File: config.mk
export PLATFORM = sky130hd
export DESIGN_NAME = btn_hold_ctrl
export DESIGN_NICKNAME = d
export VERILOG_FILES = /design/src/rtl/btn_hold_ctrl.sv
export SDC_FILE = /design/constraint.sdc
export NUM_CORES = 1
export LEC_CHECK = 0
export CORE_MARGIN = 5
export CORE_UTILIZATION = 63
export CTS_CLUSTER_SIZE = 40
export DETAILED_ROUTE_END_ITERATION = 12
export MAX_ROUTING_LAYER = met4
export PLACE_DENSITY = 0.84
export SETUP_SLACK_MARGIN = 0.3
export SYNTH_ARGS = -nofsm -noshare
export SYNTH_HDL_FRONTEND = slang
export SYNTH_SLANG_ARGS = --single-unit
File: constraint.sdc
create_clock -name db_clock -period 3.25 [get_ports db_clock]
set_input_delay 0.65 -clock db_clock [delete_from_list [all_inputs] [get_ports db_clock]]
set_output_delay 0.65 -clock db_clock [all_outputs]
set_load 0.005 [all_outputs]
File: src/rtl/btn_hold_ctrl.sv
// Pushbutton debouncer producing a clean level, press/release strobes and the
// hold-enable toggle for the sample-hold stage. Optional long-press strobe: BTN_LONG_PRESS_EN.
module btn_hold_ctrl #(
  parameter int STABLE_CYCLES = 1_000_000,
  parameter int LONG_CYCLES   = 100_000_000
) (
  input  logic db_clock,
  input  logic db_reset_n,
  input  logic btn_raw,
  output logic btn_level,
  output logic press_pulse,
  output logic release_pulse,
  output logic hold_en
`ifdef BTN_LONG_PRESS_EN
  ,
  output logic long_pulse
`endif
);

  localparam int CNT_W = $clog2(STABLE_CYCLES) + 1;
  localparam logic [CNT_W-1:0] CNT_LAST = CNT_W'(STABLE_CYCLES - 1);
  localparam logic [CNT_W-1:0] CNT_ONE  = CNT_W'(1);

  localparam logic [1:0] ST_IDLE    = 2'd0;
  localparam logic [1:0] ST_WAIT_HI = 2'd1;
  localparam logic [1:0] ST_PRESSED = 2'd2;
  localparam logic [1:0] ST_WAIT_LO = 2'd3;

  if (STABLE_CYCLES < 1 || STABLE_CYCLES > (1 << 20)) begin : g_bad_stable
    $error("btn_hold_ctrl: STABLE_CYCLES outside 1..2^20");
  end
  if (LONG_CYCLES < 1 || LONG_CYCLES > (1 << 27)) begin : g_bad_long
    $error("btn_hold_ctrl: LONG_CYCLES outside 1..2^27");
  end

  logic             r_s1;
  logic             r_s2;
  logic [1:0]       r_state;
  logic [CNT_W-1:0] r_cnt;
  logic             r_btn_level;
  logic             r_press;
  logic             r_release;
  logic             r_hold;

  logic [1:0]       w_state_nxt;
  logic [CNT_W-1:0] w_cnt_nxt;
  logic             w_press;
  logic             w_release;
  logic             w_level_nxt;

  // NOTE: the synchronizer flops are reset as well, so a stale pre-reset sample
  // can never reach the FSM after reset release.
  always_ff @(posedge db_clock or negedge db_reset_n) begin
    if (!db_reset_n) begin
      r_s1 <= 1'b0;
      r_s2 <= 1'b0;
    end else begin
      // NOTE: non-blocking assignments make s1 -> s2 a real two-stage shift.
      r_s1 <= btn_raw;
      r_s2 <= r_s1;
    end
  end

  always_comb begin
    // NOTE: every output of this block gets a default first, so no latch is inferred.
    w_state_nxt = r_state;
    w_cnt_nxt   = r_cnt;
    w_press     = 1'b0;
    w_release   = 1'b0;
    case (r_state)
      ST_IDLE: begin
        if (r_s2) begin
          w_state_nxt = ST_WAIT_HI;
          w_cnt_nxt   = '0;
        end
      end
      ST_WAIT_HI: begin
        if (!r_s2) begin
          w_state_nxt = ST_IDLE;
          w_cnt_nxt   = '0;
        end else if (r_cnt == CNT_LAST) begin
          w_state_nxt = ST_PRESSED;
          w_cnt_nxt   = '0;
          w_press     = 1'b1;
        end else begin
          w_cnt_nxt = r_cnt + CNT_ONE;
        end
      end
      ST_PRESSED: begin
        if (!r_s2) begin
          w_state_nxt = ST_WAIT_LO;
          w_cnt_nxt   = '0;
        end
      end
      ST_WAIT_LO: begin
        if (r_s2) begin
          w_state_nxt = ST_PRESSED;
          w_cnt_nxt   = '0;
        end else if (r_cnt == CNT_LAST) begin
          w_state_nxt = ST_IDLE;
          w_cnt_nxt   = '0;
          w_release   = 1'b1;
        end else begin
          w_cnt_nxt = r_cnt + CNT_ONE;
        end
      end
      default: begin
        w_state_nxt = ST_IDLE;
        w_cnt_nxt   = '0;
      end
    endcase
  end

  // The debounced level is high exactly while the FSM sits on the pressed side.
  assign w_level_nxt = (w_state_nxt == ST_PRESSED) || (w_state_nxt == ST_WAIT_LO);

  always_ff @(posedge db_clock or negedge db_reset_n) begin
    if (!db_reset_n) begin
      r_state     <= ST_IDLE;
      r_cnt       <= '0;
      r_btn_level <= 1'b0;
      r_press     <= 1'b0;
      r_release   <= 1'b0;
      r_hold      <= 1'b0;
    end else begin
      r_state     <= w_state_nxt;
      r_cnt       <= w_cnt_nxt;
      r_btn_level <= w_level_nxt;
      r_press     <= w_press;
      r_release   <= w_release;
      r_hold      <= r_hold ^ w_press;
    end
  end

  assign btn_level     = r_btn_level;
  assign press_pulse   = r_press;
  assign release_pulse = r_release;
  assign hold_en       = r_hold;

`ifdef BTN_LONG_PRESS_EN
  localparam int LCNT_W = $clog2(LONG_CYCLES) + 1;
  localparam logic [LCNT_W-1:0] LCNT_LAST = LCNT_W'(LONG_CYCLES - 1);
  localparam logic [LCNT_W-1:0] LCNT_SAT  = LCNT_W'(LONG_CYCLES);
  localparam logic [LCNT_W-1:0] LCNT_ONE  = LCNT_W'(1);

  logic [LCNT_W-1:0] r_lcnt;
  logic              r_long;
  logic              w_lcnt_active;

  assign w_lcnt_active = (r_state == ST_PRESSED) || (r_state == ST_WAIT_LO);

  // lcnt parks at LONG_CYCLES after firing, so the strobe fires once per press.
  always_ff @(posedge db_clock or negedge db_reset_n) begin
    if (!db_reset_n) begin
      r_lcnt <= '0;
      r_long <= 1'b0;
    end else begin
      r_long <= w_lcnt_active && (r_lcnt == LCNT_LAST);
      if (w_press || (w_state_nxt == ST_IDLE)) begin
        r_lcnt <= '0;
      end else if (w_lcnt_active && (r_lcnt != LCNT_SAT)) begin
        r_lcnt <= r_lcnt + LCNT_ONE;
      end
    end
  end

  assign long_pulse = r_long;
`endif

endmodule
==> out/qor.txt <==
RSZ-0062 raised after global routing -> no
drt total wl -> 3.298 mm
Clock Path Buffers -> 2
Fmax -> 442.5 MHz
Simple-Gate Fraction of Synth Area -> 0.2509
Final Hold Fails -> 0
main combinational cell family by area after synthesis -> simple AND/OR/NAND/NOR gates
H-tree depth reported by CTS -> 2
Startpoint Class -> flop
final worst path period share -> 0.6953
PD cells -> 398.5 mW/mm2
drt via density -> 6.610
TritonCTS Sinks -> 29
largest cells by area after synthesis -> dfrtp_1, nand2_1, o21ai_0
CTS buffer count -> 5
CP arrival -> 2.47 ns
Crit Path Class -> flop to flop
Initial Util -> 0.6652
Routed Antenna Nets -> 0
mux share of post-synthesis cell area -> 0.01531
Post-synth ARST share -> 1.000
Netlist Area Pre-Place -> 0.001471 mm2
initial antenna violation count -> 0
Antenna Cells -> 0
# hold bufs at CTS -> 0
drt pass-1 iters -> 4
crit path to -> r_cnt[19]
compound-gate portion of the synthesized area -> 0.1624
worst path required time -> 3.46 ns
Reg2Reg Depth -> 6
final setup violation count -> 0
chip width -> 58.33 um
row count -> 17
Tmin final -> 2.260 ns
largest area contributor in the netlist -> dfrtp_1
nets -> 170
WL per Instance -> 16.91 um
vias post-DR -> 1289
leak pwr -> 0.6626 nW
most common cell in the netlist -> dfrtp_1
Synth Area per Inst -> 9.372 um2
synth unique cells -> 39
Rel. slew slack -> 0.4052
status -> finished, final reports clean
Worst-Margin Slew -> 0.8889 ns
clock skew after layout -> 0.003807 ns
Fin Setup TNS -> 0 ns
launch point of the worst path -> r_cnt[6]
crit path capture type -> flop
reg2reg setup slack -> 0.99 ns
Fillers -> 166
Max-cap violations -> 0
Max FO, Critical Path -> 12
Sequential Area -> 725.7 um2
Worst-Skew Late Latency -> 0.32 ns
Mapped Cells -> 157
GRT Total Usage -> 0.2212
Area Overhead vs Synth -> 10.37%
worst ir drop on vdd -> 0.3571 mV
root buffer cell -> clkbuf_4
FF+latch count, synth -> 29
final worst-path setup slack -> 0.9902 ns
max-slew violation count -> 0
multi-input logic area -> 695.7 um2
Post-Synth XOR/XNOR Area -> 0.03571
Gates resized, CTS repair -> 0
reg2reg start -> r_cnt[6]
Syn Nets -> 161
Synth top area share -> 0.4932
first-pass GRT wire length -> 5.589 mm
clock-pin slew on the worst setup and hold paths -> 0.09 ns
Post-CTS Setup Bufs -> 0
Core ar. -> 0.002212 mm2
Starting DRT DRC Count -> 82
IO Port Bufs -> 6
r2r endpoint -> r_cnt[19]
I/O Pins -> 7
DIE HEIGHT -> 58.33 um
Hold Path Class -> flop to flop
GPL Wtd Cong -> 0.9299
register area share after synthesis -> 0.4932
Synth Area in Adders -> 0.008503
Post-synth top cells -> dfrtp_1, nand2_1, o21ai_0
vias in the first global route -> 1226
grt ovf -> 0
YS warnings -> 0
most common flop cell mapped by yosys -> dfrtp_1
Die Area -> 0.003402 mm2
Post-Place Worst Slack -> 1.041 ns
layout cells sized above 1 -> 0.1018
CTS tree -> built
largest net degree at the start of global routing -> 30
DRC -> 0
number of synthesized flops with an enable pin -> 0
DP HPWL -> 2.235 mm
[area by class of cell]
type	count	area share
inverters	6	0.01387
multi-input cells	116	0.4284
clock inverters	1	0.003082
well taps	28	0.02157
repair buffers	8	0.04622
clock buffers	7	0.04006
flip-flops and latches	29	0.4468
[metrics by stage]
step / hold WS [ns] / utilization / std cells / power, mW / cell area, um2
floorplan: 0.3312 / - / 157 / 0.3939 / 1471
global placement: 0.3315 / 0.7025 / 187 / 0.4090 / 1554
detailed placement: 0.3395 / 0.7025 / 187 / 0.4110 / 1554
CTS: 0.3602 / 0.7342 / 195 / 0.6535 / 1624
global route: 0.3856 / 0.7342 / 195 / 0.6755 / 1624
finish: 0.3580 / 0.7342 / 195 / 0.6472 / 1624
[sequential cells by signal, indices dropped and copies added, names as in the netlist]
| signal | count |
|---|---|
| release_pulse | 1 |
| r_state | 2 |
| press_pulse | 1 |
| btn_level | 1 |
| r_s2 | 1 |
| r_s1 | 1 |
| hold_en | 1 |
| r_cnt | 21 |
[per-layer routing]
metal	vias to the layer above	part of all wire	GRT usage
met5	-	0	-
met4	0	0.015	0.07947
met3	9	0.072	0.06360
met2	58	0.51	0.3557
met1	636	0.40	0.2641
li1	586	-	-
[worst max-delay path, cell delays in order, from the launching register on]
cell and delay [ns]:
dfrtp_1 0.43, or4_1 0.55, nand3b_1 0.21, o21bai_1 0.35, buf_4 0.26, o21ai_0 0.12, a22o_1 0.24
[cell families (layout without fill, tap and decap cells)]
kind of cell               after synthesis  in the layout
and+or+nand+nor                         68             68
AOI/OAI and AO/OA                       39             39
DFF                                     29             29
buffers and inverters                   12             22
xor gates and xnor gates                 6              6
muxes                                    2              2
adders and majority gates                1              1
[power breakdown]
| part | internal [mW] | switching (mW) | leakage [nW] | total (mW) |
|---|---|---|---|---|
| Clock | 0.125 | 0.118 | 0.0413 | 0.243 |
| Sequential | 0.364 | 0.00444 | 0.397 | 0.369 |
| Combinational | 0.0109 | 0.0248 | 0.224 | 0.0357 |
[cell usage in the layout (no fill, tap or decap), types with 3 or more instances in the layout]
cell and instances:
nor3_1 6, inv_1 6, nor4_1 3, clkdlybuf4s50_1 6
dfrtp_1 29, nand3_1 9, clkbuf_4 5, or4_1 3
a22o_1 3, a21oi_1 8, xor2_1 3, nand2_1 19
o21ai_0 14, xnor2_1 3, a31oi_1 6, nor2_1 8
or3_1 3
[worst min-delay path by stage]
stage          slack (ns)  from  cells past startpoint   end
4_1_cts              0.36  r_s1                      0  r_s2
3_3_place_gp         0.33  r_s1                      0  r_s2
2_1_floorplan        0.33  r_s1                      0  r_s2
3_5_place_dp         0.34  r_s1                      0  r_s2
5_1_grt              0.39  r_s1                      0  r_s2
6_report             0.36  r_s1                      0  r_s2
No activity file was read; power rests on OpenSTA's default activity.
